File: src/rtl/descrambler.sv
// descrambler
//   Receive-side DisplayPort descrambler. Two 8b/10b-decoded symbols arrive
//   per cycle (byte 0 is the earlier one). Data bytes are XORed with the
//   x^16+x^5+x^4+x^3+1 keystream, Scrambler Reset (SR) symbols are rewritten
//   to Blanking Start (BS), and SR placement against the 512-BS period is
//   tracked to report lock and misalignment.
//
// Ports
//   clk      link symbol clock
//   rstn     asynchronous active-low reset
//   indata   scrambled symbols, [7:0] byte 0, [15:8] byte 1
//   inisk    K-flag per byte
//   outdata  descrambled symbols (SR replaced by BS), 1-cycle latency
//   outisk   delayed copy of inisk
//   locked   SR alignment established (registered from the FSM state)
//   err      one-cycle pulse, aligned with the offending symbol on outdata
module descrambler #(
    parameter int MISS_MAX = 2
) (
    input  logic        clk,
    input  logic        rstn,
    input  logic [15:0] indata,
    input  logic [1:0]  inisk,
    output logic [15:0] outdata,
    output logic [1:0]  outisk,
    output logic        locked,
    output logic        err
);

    localparam logic [7:0]  SYM_BS   = 8'hBC;
    localparam logic [7:0]  SYM_SR   = 8'h1C;
    localparam logic [15:0] SEED     = 16'hFFFF;
    localparam logic [2:0]  MISS_LIM = 3'(MISS_MAX);

    typedef enum logic {HUNT, LOCKED} state_t;

    state_t      state, state_nxt;
    logic [15:0] lfsr, lfsr_nxt;
    logic [8:0]  slot, slot_nxt;
    logic [2:0]  miss, miss_nxt;
    logic        err_nxt;

    logic [7:0]  b0, b1, key0, key1, ob0, ob1;
    logic [15:0] s8, mid, s16;
    logic        sr0, sr1, bs0, bs1, sr_any, blk, bad;

    // Run the LFSR for one byte. Returns {state after 8 bits, key byte},
    // first keystream bit in key bit 0.
    function automatic logic [23:0] adv8(input logic [15:0] s);
        logic [15:0] st;
        logic [7:0]  key;
        st  = s;
        key = '0;
        for (int i = 0; i < 8; i++) begin
            key[i] = st[15];
            st     = {st[14:0], 1'b0} ^ (st[15] ? 16'h0039 : 16'h0000);
        end
        return {st, key};
    endfunction

    assign b0 = indata[7:0];
    assign b1 = indata[15:8];

    assign sr0    = inisk[0] && (b0 == SYM_SR);
    assign sr1    = inisk[1] && (b1 == SYM_SR);
    assign bs0    = inisk[0] && (b0 == SYM_BS);
    assign bs1    = inisk[1] && (b1 == SYM_BS);
    assign sr_any = sr0 | sr1;
    assign blk    = sr_any | bs0 | bs1;

    // An SR in byte 0 restarts the keystream for byte 1 in the same cycle;
    // an SR in byte 1 restarts it for the following cycle and wins if both
    // bytes carry SR.
    assign {s8, key0} = adv8(lfsr);
    assign mid        = sr0 ? SEED : s8;
    assign {s16, key1} = adv8(mid);
    assign lfsr_nxt   = sr1 ? SEED : s16;

    assign ob0 = inisk[0] ? (sr0 ? SYM_BS : b0) : (b0 ^ key0);
    assign ob1 = inisk[1] ? (sr1 ? SYM_BS : b1) : (b1 ^ key1);

    // A BS/SR cycle is misplaced when SR shows up away from slot 0 or when
    // slot 0 passes without an SR.
    assign bad = sr_any ? (slot != 9'd0) : (slot == 9'd0);

    always_comb begin
        state_nxt = state;
        slot_nxt  = slot;
        miss_nxt  = miss;
        err_nxt   = 1'b0;
        if (blk) begin
            slot_nxt = sr_any ? 9'd1 : slot + 9'd1;
            if (state == HUNT) begin
                if (sr_any) begin
                    state_nxt = LOCKED;
                    miss_nxt  = 3'd0;
                end
            end else begin
                if (bad) begin
                    err_nxt = 1'b1;
                    if (miss + 3'd1 == MISS_LIM) begin
                        state_nxt = HUNT;
                        miss_nxt  = 3'd0;
                    end else begin
                        miss_nxt = miss + 3'd1;
                    end
                end else if (sr_any) begin
                    miss_nxt = 3'd0;
                end
            end
        end
    end

    always_ff @(posedge clk or negedge rstn) begin
        if (!rstn) begin
            state   <= HUNT;
            lfsr    <= SEED;
            slot    <= 9'd0;
            miss    <= 3'd0;
            outdata <= 16'h0000;
            outisk  <= 2'b00;
            locked  <= 1'b0;
            err     <= 1'b0;
        end else begin
            state   <= state_nxt;
            lfsr    <= lfsr_nxt;
            slot    <= slot_nxt;
            miss    <= miss_nxt;
            outdata <= {ob1, ob0};
            outisk  <= inisk;
            locked  <= (state == LOCKED);
            err     <= err_nxt;
        end
    end

endmodule

File: config.mk
export PLATFORM = sky130hd
export DESIGN_NAME = descrambler
export DESIGN_NICKNAME = d
export VERILOG_FILES = /design/src/rtl/descrambler.sv
export SDC_FILE = /design/constraint.sdc
export NUM_CORES = 1
export LEC_CHECK = 0
export ABC_AREA = 1
export CAP_MARGIN = 20
export CORE_MARGIN = 4
export CORE_UTILIZATION = 23
export DETAILED_ROUTE_END_ITERATION = 8
export SLEW_MARGIN = 40
export SYNTH_ARGS = -nofsm -noshare
export SYNTH_HDL_FRONTEND = slang
export SYNTH_SLANG_ARGS = --single-unit
File: constraint.sdc
create_clock -name clk -period 2 [get_ports clk]
set_input_delay 0.6 -clock clk [delete_from_list [all_inputs] [get_ports clk]]
set_output_delay 0.6 -clock clk [all_outputs]
set_load 0.02 [all_outputs]
==> results.txt <==
- After clock tree synthesis, the clock-pin slew on the worst setup and hold paths is 0.07 ns.
- Count of final hold-check violations: 0
- Layout overhead on the synthesized area: 35.0%
- The die is 121 um tall.
* DPL Wire Length: 5.57 mm
- Setup repair after global routing left no endpoint under its margin.
- Dominant register cell in the synthesized netlist: sky130_fd_sc_hd__dfrtp_1
- The number of antenna diodes in the final layout is 0.
* Crit Path Max Fanout: 5
* Cell area after placement: 3760 um2
* Number of nets in the finished design: 453
- Counting distinct cell types in the post-synthesis netlist gives 38.
- Derived from the worst setup path, the maximum achievable clock frequency is 0.522 GHz.
* Setup clock skew after layout: 0.00724 ns
- Setup slack on the critical path of the routed design comes to 0.0849 ns.
* Via count of the first global-routing pass: 2527
- Per-cell routed wire length: 11.8 um
- Top-area cell type share of the netlist area: 0.282
- Cell count after synthesis: 355
- Cell types with the highest counts after synthesis: sky130_fd_sc_hd__nand2_1 (97), sky130_fd_sc_hd__inv_1 (38), sky130_fd_sc_hd__dfrtp_1 (33), sky130_fd_sc_hd__nand3_1 (25), sky130_fd_sc_hd__xnor2_1 (19)
- Of the cells placed in the final design, the portion with a size suffix greater than 1 is 0.265.
- Summing every instance area after synthesis gives 2930 um2.
* Vias post-DR: 2455
- Number of detailed-route iterations in the first pass: 4
- TritonCTS clock tree: done
* Final routed wirelength across all metal layers: 7.06 mm
* Cell with the most instances after synthesis: sky130_fd_sc_hd__nand2_1
- The critical path in this run is classified as input port to flip-flop.
- Data arrival at the endpoint of the critical path: 2.10 ns
* Status: completed
* Die outline width: 121 um
- In the finished design, the share of the clock period the worst path needs comes to 0.958.
* Worst IR drop on VDD: 0.672 mV
- Global-route wire length before repair: 12.0 mm
* Yosys reg bits: 49
- Pwr Density: 1580 nW/um2
* Type of the tightest min-delay check: input port to asynchronous set/reset pin
- Startpoint type of the worst setup path: input port
* Leak pwr: 1.90 nW
- Once layout is done, the placed cells without fillers occupy 3950 um2.
- In this run the tightest slew margin relative to its limit is 0.802.
* Core utilization of the finished layout: 0.324
* Setup tns final: 0 ns
- Buffers inserted to repair hold after CTS numbered 0.
- Number of flops mapped to enable cells by yosys: 0
* Routed Antenna Nets: 0
- Core Rows: 40
* Number of DRC violations after detailed routing: 0
- Hold_ws: 0.176 ns
- In the post-synthesis netlist, the biggest area contributors are sky130_fd_sc_hd__dfrtp_1 (28%), sky130_fd_sc_hd__dfstp_2 (14%), sky130_fd_sc_hd__nand2_1 (12%).
- Synth Warn #: 0
- GRT overflow: 0
- 40 I/O pins were placed.
* Number of buffers inserted by post-CTS setup repair: 0
* Sequential share of the synthesized area: 0.426
- The clock tree synthesis step divided the H-tree into 2 levels.
- Die outline area: 14600 um2
* Setup Viol. Count Final: 0
- STA classifies the critical path endpoint as a flip-flop.
* Drt via density: 4.11
- The initial antenna violation count came to 0.
- Worst setup timing slack at the placement stage: -0.230 ns
- Number of port buffers: 39
- The initial utilization of the core area, before any placement, comes to 0.240.
* Clock buffer count from CTS: 5
* Fin. max-slew vios: 0
* Share of synthesized registers carrying an async set or reset: 1.00
- Routability Congestion: 0.912
- Clock sink total: 49
* Net count after synthesis: 379
- Clock latency on the worst-skew pair: 0.29 ns
- For flop-to-flop paths, the worst setup slack is 0.37 ns.
- Largest net degree at the start of global routing: 40
- Max Cap Viol: 0
- Root buffer cell: sky130_fd_sc_hd__clkbuf_16
- Syn avg cell area: 8.25 um2
- First DRT Iteration DRCs: 144
- At the worst endpoint, the required time is 2.18 ns.
- Dominant cell type by area after synthesis: sky130_fd_sc_hd__dfrtp_1
- GRT Util Overall: 0.101
* Core Area: 12200 um2
- For the pin with the worst max-slew slack, the measured transition is 0.295 ns.
- Bufs on Longest Clock Path: 2
* Final worst path period need: 1.92 ns
final cells by class:
type,instances,area (um2)
sequential,49,1250
clock inverter,2,37.5
tap,168,210
inverter,53,199
multi-input combinational,245,1440
fill,1297,8260
timing repair buffer,75,681
clock buffer,6,139
final timing paths:
check | start | to | depth (start not counted)
setup / recovery | inisk[0] | outdata[11] | 8
hold / removal | rstn | outdata[3] | 1
setup reg to reg | lfsr[15] | outdata[12] | 8
hold reg to reg | state | locked | 0
max in group asynchronous | rstn | lfsr[10] | 2
min in group clk | state | locked | 0
logic make-up after synthesis:
logic type	Yosys count	share of synthesized area
AO/OA/AOI/OAI	27	0.0551
adder cells (fa/ha/maj)	4	0.0171
XOR/XNOR	36	0.113
buffers and inverters	61	0.0863
flip-flops	49	0.426
AND/OR/NAND/NOR	178	0.303
worst max-delay path, cell delays in order:
cell                              delay, ns
sky130_fd_sc_hd__clkdlybuf4s50_1       0.51
sky130_fd_sc_hd__nand2_1               0.12
sky130_fd_sc_hd__nor2_2                0.17
sky130_fd_sc_hd__nand2_4               0.11
sky130_fd_sc_hd__nand2_1               0.21
sky130_fd_sc_hd__nand2_1               0.14
sky130_fd_sc_hd__xor2_1                0.18
sky130_fd_sc_hd__inv_1                 0.05
sequential cells by signal, summed over array words and instances (netlist names):
name and count:
locked 1, slot 9, lfsr 16, state 1, outdata 16, outisk 2, miss 3, err 1
report_power, final:
group | switching (W) | internal (W) | leakage (nW)
clock network | 0.000383 | 0.000625 | 0.0831
registers | 0.000332 | 0.00151 | 0.557
logic | 0.00192 | 0.00150 | 1.26
cell usage in the layout, fill, tap and decap left out, types with 2 or more instances in the layout:
cell type and n:
sky130_fd_sc_hd__a21oi_1 8, sky130_fd_sc_hd__a31oi_1 2, sky130_fd_sc_hd__buf_12 2, sky130_fd_sc_hd__buf_4 34, sky130_fd_sc_hd__clkbuf_16 5, sky130_fd_sc_hd__clkdlybuf4s50_1 38
sky130_fd_sc_hd__dfrtp_1 33, sky130_fd_sc_hd__dfstp_2 16, sky130_fd_sc_hd__ha_1 4, sky130_fd_sc_hd__inv_1 38, sky130_fd_sc_hd__inv_2 14, sky130_fd_sc_hd__nand2_1 97
sky130_fd_sc_hd__nand2_2 14, sky130_fd_sc_hd__nand2_4 7, sky130_fd_sc_hd__nand3_1 24, sky130_fd_sc_hd__nand3_2 5, sky130_fd_sc_hd__nand4_1 4, sky130_fd_sc_hd__nor2_1 15
sky130_fd_sc_hd__nor2_2 3, sky130_fd_sc_hd__nor2_4 3, sky130_fd_sc_hd__nor3_1 2, sky130_fd_sc_hd__o211ai_1 2, sky130_fd_sc_hd__o21a_1 3, sky130_fd_sc_hd__o21ai_0 3
sky130_fd_sc_hd__o21ai_1 6, sky130_fd_sc_hd__xnor2_1 19, sky130_fd_sc_hd__xor2_1 14, sky130_fd_sc_hd__xor2_2 2
per-layer routing:
| layer | wire length [um] | vias to the layer above | GRT usage |
|---|---|---|---|
| met1 | 3220 | 1152 | 0.134 |
| met3 | 361 | 5 | 0.0229 |
| met2 | 3420 | 54 | 0.166 |
| met5 | 0 | - | 0 |
| li1 | - | 1244 | - |
| met4 | 59 | 0 | 0.0234 |
metrics by stage:
stage | std cells | power, W
5_1_grt | 598 | 0.00679
3_3_place_gp | 590 | 0.00519
6_report | 598 | 0.00626
3_5_place_dp | 590 | 0.00527
2_1_floorplan | 355 | 0.00432
4_1_cts | 598 | 0.00631
repair_timing:
action / CTS / global route
endpoints found under the hold margin: 0 / 0
setup endpoints to repair: 0 / 7
gates resized for setup: 0 / 2
No activity file was read; power rests on OpenSTA's default activity.
